$ cat src/rtl/block_splitter.sv
// Byte-serialising splitter: takes whole BLOCK_BYTES-byte blocks and emits them one byte per cycle.
// Optional `BLOCK_SPLITTER_LAST_EN adds data_last, marking the final byte of the final block.
module block_splitter #(
  parameter int DATA_SIZE    = 8,
  parameter int BLOCK_BYTES  = 64,
  parameter int NUM_MATRICES = 20,
  localparam int BW = DATA_SIZE * BLOCK_BYTES,
  localparam int IW = $clog2(BLOCK_BYTES),
  localparam int CW = $clog2(NUM_MATRICES + 1)
) (
  input  logic                 clk,
  input  logic                 rst,
  input  logic [BW-1:0]        blk_in,
  input  logic                 blk_valid,
  output logic                 blk_ready,
  output logic [DATA_SIZE-1:0] data_out,
  output logic                 data_valid,
  input  logic                 data_ready,
  output logic [CW-1:0]        blk_count,
  output logic                 empty,
  output logic                 done,
`ifdef BLOCK_SPLITTER_LAST_EN
  output logic                 data_last,
`endif
  output logic [1:0]           state_dbg
);

  // Handshakes: a transfer happens on a channel only in a cycle where its
  // valid and ready are both high at the rising edge of clk.

  typedef enum logic [1:0] {
    S_IDLE = 2'd0,
    S_EMIT = 2'd1,
    S_DONE = 2'd2
  } state_t;

  state_t        state, state_nxt;
  logic [BW-1:0] blk_reg;
  logic [IW-1:0] byte_idx;
  logic          ld_blk, inc_idx, inc_cnt;
  logic          last_byte, more_blocks;

  assign last_byte   = (byte_idx == IW'(BLOCK_BYTES - 1));
  assign more_blocks = (blk_count < CW'(NUM_MATRICES - 1));
  assign state_dbg   = state;

  always_comb begin
    state_nxt  = state;
    ld_blk     = 1'b0;
    inc_idx    = 1'b0;
    inc_cnt    = 1'b0;
    blk_ready  = 1'b0;
    data_valid = 1'b0;
    empty      = 1'b1;
    done       = 1'b0;
    case (state)
      S_IDLE: begin
        blk_ready = 1'b1;
        if (blk_valid) begin
          ld_blk    = 1'b1;
          state_nxt = S_EMIT;
        end
      end
      S_EMIT: begin
        data_valid = 1'b1;
        empty      = 1'b0;
        if (data_ready) begin
          if (!last_byte) begin
            inc_idx = 1'b1;
          end else begin
            inc_cnt = 1'b1;
            if (!more_blocks) begin
              state_nxt = S_DONE;
            end else begin
              // Ready opens only on the last-byte transfer so the next block chains without a bubble.
              blk_ready = 1'b1;
              if (blk_valid) ld_blk = 1'b1;
              else           state_nxt = S_IDLE;
            end
          end
        end
      end
      S_DONE: begin
        done = 1'b1;
      end
      default: state_nxt = S_IDLE;
    endcase
  end

  assign data_out = (state == S_EMIT) ? blk_reg[int'(byte_idx) * DATA_SIZE +: DATA_SIZE]
                                      : '0;

`ifdef BLOCK_SPLITTER_LAST_EN
  assign data_last = (state == S_EMIT) && last_byte && !more_blocks;
`endif

  always_ff @(posedge clk) begin
    if (rst) begin
      state     <= S_IDLE;
      blk_reg   <= '0;
      byte_idx  <= '0;
      blk_count <= '0;
    end else begin
      state <= state_nxt;
      if (ld_blk) begin
        blk_reg  <= blk_in;
        byte_idx <= '0;
      end else if (inc_idx) begin
        byte_idx <= byte_idx + IW'(1);
      end
      if (inc_cnt) blk_count <= blk_count + CW'(1);
    end
  end

endmodule

$ cat config.mk
export PLATFORM = sky130hd
export DESIGN_NAME = block_splitter
export DESIGN_NICKNAME = d
export VERILOG_FILES = /design/src/rtl/block_splitter.sv
export SDC_FILE = /design/constraint.sdc
export NUM_CORES = 1
export LEC_CHECK = 0
export CAP_MARGIN = 20
export CELL_PAD_IN_SITES_DETAIL_PLACEMENT = 0
export CELL_PAD_IN_SITES_GLOBAL_PLACEMENT = 1
export CORE_MARGIN = 2
export CORE_UTILIZATION = 34
export CTS_BUF_LIST = sky130_fd_sc_hd__clkbuf_4
export DETAILED_ROUTE_END_ITERATION = 8
export PLACE_DENSITY = 0.83
export SLEW_MARGIN = 20
export SYNTH_ARGS = -nofsm -noshare
export SYNTH_HDL_FRONTEND = slang
export SYNTH_SLANG_ARGS = --single-unit
$ cat constraint.sdc
create_clock -name clk -period 2.24 [get_ports clk]
set_clock_uncertainty 0.1 [all_clocks]
set_input_delay 0.56 -clock clk [delete_from_list [all_inputs] [get_ports clk]]
set_output_delay 0.56 -clock clk [all_outputs]
set_load 0.1 [all_outputs]
---- Word level (Yosys, flattened, before mapping) ----
Index checks and enable logic that the tools add are counted.
storage, ports and cells
  register bits after elaboration ......... 525
  output and inout port bits .............. 19
  input port bits ......................... 516
  logic and storage cells ................. 44
cells by class
  reductions and logical operators ........ 3
  multiplexer cells ....................... 25
  magnitude comparators ................... 1
  bitwise logic cells ..................... 1
  shift operators ......................... 1
  add/subtract/negate cells ............... 2
  eq/ne operators ......................... 7
operator list
  operator                                                                number
  512-bit by 10-bit indexed part select with 8-bit output                 1
  1-bit 2-to-1 mux                                                        16
  2-bit 2-to-1 mux                                                        5
  8-bit 2-to-1 mux                                                        1
  6-bit by 1-bit adder with 6-bit output (second input constant)          1
  6-bit equality test (second input constant)                             1
  2-bit inequality test (second input constant)                           3
  2-bit case mux with 3 select lines                                      1
  5-bit by 1-bit adder with 5-bit output (second input constant)          1
  5-bit less-than comparator (second input constant)                      1
  5-bit AND reduction                                                     1
  1-bit case mux with 2 select lines                                      2
  3-bit inequality test (second input constant)                           1
  2-bit by 1-bit equality test with 1-bit output (second input constant)  1
  2-bit equality test (second input constant)                             1
  2-bit zero test                                                         1
  2-bit OR reduction                                                      1
  1-bit inverter                                                          1

---- Logic depth before layout (Yosys ltp) ----
  depth after elaboration ................. 6
  gate-level depth with buffers ........... 9
  gate-level depth less buffers ........... 6

---- Worst setup path before layout ----
OpenSTA, ideal clock, no wires.
  path type ............................... register to output
  start point ............................. reg state[0], in the netlist state_dbg[0]
  end point ............................... out data_out[6]
  cell stages (with the launch flop) ...... 7
  buffers on the path ..................... 0
  arrival ................................. 4.725 ns
  required time ........................... 1.580 ns
  path slack .............................. -3.145 ns
  path through ............................ dfxtp_1 > nand2b_1 > inv_1 > nand2_1 > a21oi_1 > o21ai_0 > o21ai_1
on the way
  longest elaborated chain between the ends .. 2
ends and longest elaborated chain
  what                                            line  RTL
  start: declaration                              37    state_t state, state_nxt;
  start signal: assignment                        104   state <= state_nxt;
  2-bit by 1-bit equality test with 1-bit output  90    assign data_out = (state == S_EMIT) ? blk_reg[int'(byte_idx) * DATA_SIZE +: DATA_SIZE]
  8-bit 2-to-1 mux                                90
  end: declaration                                16    output logic [DATA_SIZE-1:0] data_out,
Every way passes these cells.

---- Worst setup path in the final report ----
  start point ............................. reg byte_idx[1]
  end point ............................... out data_out[1]
on the way
  longest elaborated chain between the ends .. 2
ends and longest elaborated chain
  what                                                     line  RTL
  start: declaration                                       39    logic [IW-1:0] byte_idx;
  start signal: assignment                                 109   byte_idx <= byte_idx + IW'(1);
  512-bit by 10-bit indexed part select with 8-bit output  90
  8-bit 2-to-1 mux                                         90
Every way passes these cells.

==> results.md <==
* Status: finished, violations left
* Failing checks: setup timing
* Yosys warns at 0
* Initial antenna violation count at 12
* First-pass GRT wire length at 141000 um
* Post-synthesis instance total at approximately 2.6k
* Number of flops mapped to enable cells by yosys at 0
* 1st-iter DRT viols at 2760
* PwrDens at 579 nW/um2
* Num ports at 535
* Synth async-reset ratio at 0
* Slowest-stage cell, CP: dfxtp_4
* Setup TNS at -346810 ps
* Die Width at 261 um
* Routed Antenna Nets at 0
* Via-to-Cell Ratio at 5.55
* Synth cell count leaders: nand2_1, a21oi_1, dfxtp_1
* Design Area, Final at 43600 um2
* Fin crit period at 4130 ps
* CP startpoint kind: register
* Mapped Area at ~22000 um2
* Area occupied by registers at 10500 um2
* Crit Path Max Fanout at 11
* Dominant synthesized flop cell: dfxtp_1
* Area grow syn2layout at 94.3%
* Unrepaired setup endpoints after global routing: yes
* Die height at between 200 and 300 um
* Average size of a mapped cell at 8.50 um2
* Number of flip-flops in the largest register at ~510
* CP Data Required Time at 1580 ps
* Layout cells sized above 1 at 0.437
* Avg WL per Cell at 25.3 um
* Peak supply drop at 0.355 mV
* Worst slew pin tran at 632 ps
* Period utilization at 1.84
* CP arrival at 3470 ps
* Root buf cell: clkbuf_4
* Worst-path cell chain: buf_16 > buf_4 > mux2i_2 > o221ai_1 > a211oi_2 > buf_4 > a21oi_4 > a22o_4 > buf_12
* Final net count at 4288
* Final worst-path setup slack at -1890 ps
* Slew margin rel. at 0.579
* Post-synth top area share at 0.469
* GRT Overall Usage at 0.279
* Clk_lat worst skew at between 1000 and 1500 ps
* CTS Buf Count at 140
* Initial core utilization at 0.342
* DR pass1 iterations at 6
* DRC violations left at 0
* Hold Vio Cnt, Final at 0
* # rows at 94
* MaxCap Viol Count at 0
* Area of the multi-input gates at 15400 um2
* H-tree levels at 4
* CORE AREA at 65500 um2
* Cell mode on critical path: buf_4
* Hpwl dp at 65500 um
* CP max stage delay at 460 ps
* Vias in the first global route at 23.8k
* Netlist cell types at 50
* Final setup violation count at between 500 and 600
* Most frequent cell after synthesis: nand2_1
* Delay-heaviest family, CP: compound AO/OA/AOI/OAI gates
* WL final at 120000 um
* Die area at 68000 um2
* Crit end category: primary output
* Fill cells at 4371
* I/O Buffers at 534
* Gr ovfl total at 0
* Post-Syn Nets at approximately 3.2k
* Leakage at 0.0173 uW
* Vias at ~26k
* Synth Register Bits at 525
* Seq/Total Area, Yosys at 0.469
* Routability cong. at about 0.88
* Slew Viols, Final at 0
* CTS tree: yes
* Hold Path Class: input port to register
* CP Class: register to primary output
* F_max at 0.242 GHz
* Crit path buf inv count at 4
* Clock Pin Slew Worst Setup and Hold Paths at 70 ps
* Synth area leader: dfxtp_1
* Post-DP Area at 29900 um2
* Largest net degree at the start of global routing at just over 100
* Top cells by area, synth: dfxtp_1, nand2_1, a21oi_1
* CTS sink count at between 500 and 600
* Max Buffers Root-to-Sink at 3
[final cells by class]
cell class / count / area share
inverters: 4 / 0.000431
clock inverters: 46 / 0.00660
diodes: 11 / 0.000632
repair buffers: 1206 / 0.339
multi-input cells: 1893 / 0.353
well taps: 864 / 0.0248
flip-flops and latches: 525 / 0.242
clock buffers: 195 / 0.0336
[routing by layer]
| metal | track usage | vias up | wire length (um) | share of wire |
|---|---|---|---|---|
| met4 | 0.116 | 4 | 7460 | 0.062 |
| met5 | 0 | - | 27 | 0.00023 |
| met2 | 0.474 | 1706 | 57400 | 0.48 |
| met1 | 0.347 | 12700 | 44100 | 0.37 |
| li1 | - | 11400 | - | - |
| met3 | 0.0501 | 479 | 11000 | 0.091 |
[where the power goes]
group	switching, uW	internal (uW)	total [uW]
clock network	4510	4390	8900
logic	2740	3260	6010
registers	474	9850	10300
[what timing repair did]
| action | in CTS | in global routing |
|---|---|---|
| hold endpoints to repair | 324 | 0 |
| gates resized for setup | 252 | 1278 |
| pin swaps | 47 | 570 |
| cloned | 53 | 78 |
| setup buffers | 55 | 43 |
| hold buffers | 265 | 0 |
| setup endpoints to repair | 542 | 544 |
[stage by stage]
step | hold slack (ps) | instances | util | setup slack [ps] | total power [uW]
4_1_cts | 0.121 | 4633 | 0.569 | -1840 | 23200
3_3_place_gp | 337 | 4022 | 0.456 | -962 | 13500
5_1_grt | 23.0 | 4743 | 0.665 | -1910 | 25900
2_1_floorplan | 332 | 2640 | - | -647 | 11800
6_report | 47.5 | 4744 | 0.665 | -1890 | 25200
3_5_place_dp | 343 | 4022 | 0.456 | -975 | 13500
[worst reg2reg max path: stages (launching register included)]
cell and delay [ps]:
dfxtp_4 460, buf_6 130, buf_12 120, buf_8 110
buf_6 90, ha_4 130, nand4_1 190, a211oi_2 290
buf_4 170, o211a_4 220, buf_12 170, buf_16 190
clkbuf_16 190, nand2_1 80, a21oi_2 440
[kinds of logic after synthesis]
family | after synthesis | share of synthesized area
AND/OR/NAND/NOR | 1101 | 0.189
AO/OA/AOI/OAI | 620 | 0.149
flip-flops | 525 | 0.469
buffers and inverters | 222 | 0.0567
multiplexers | 161 | 0.133
XOR/XNOR | 9 | 0.00351
adder cells (fa/ha/maj) | 2 | 0.00112
[path summary, 6_finish.rpt]
kind	from	endpoint	slack, ps	cells after the start
setup / recovery	byte_idx[1]$_SDFFE_PP0P_	data_out[1]	-1890	9
hold / removal	blk_in[315]	blk_reg[315]$_SDFFE_PP0P_	50	3
setup reg to reg	byte_idx[1]$_SDFFE_PP0P_	blk_reg[185]$_SDFFE_PP0P_	-990	14
hold reg to reg	blk_reg[272]$_SDFFE_PP0P_	blk_reg[272]$_SDFFE_PP0P_	350	2
[placed cells by master (no fill, tap or decap), drive strengths merged, types with 4 or more instances in the layout]
cell              n
a211oi           10
a21oi           531
a22o             13
a22oi            12
a31oi             4
and2              4
buf             362
clkbuf          257
clkdlybuf4s50   514
clkinv           33
clkinvlp          4
dfxtp           525
diode            11
dlygate4sd3     265
inv              10
mux2             10
mux2i            44
mux4            107
nand2          1039
nand2b            4
nand3b            4
nand4             6
nor2             24
nor2b             6
nor3              4
o211ai            6
o21ai             6
o221ai            5
o22ai            18
xnor2             4
xor2              5
No activity file was read; power rests on OpenSTA's default activity.
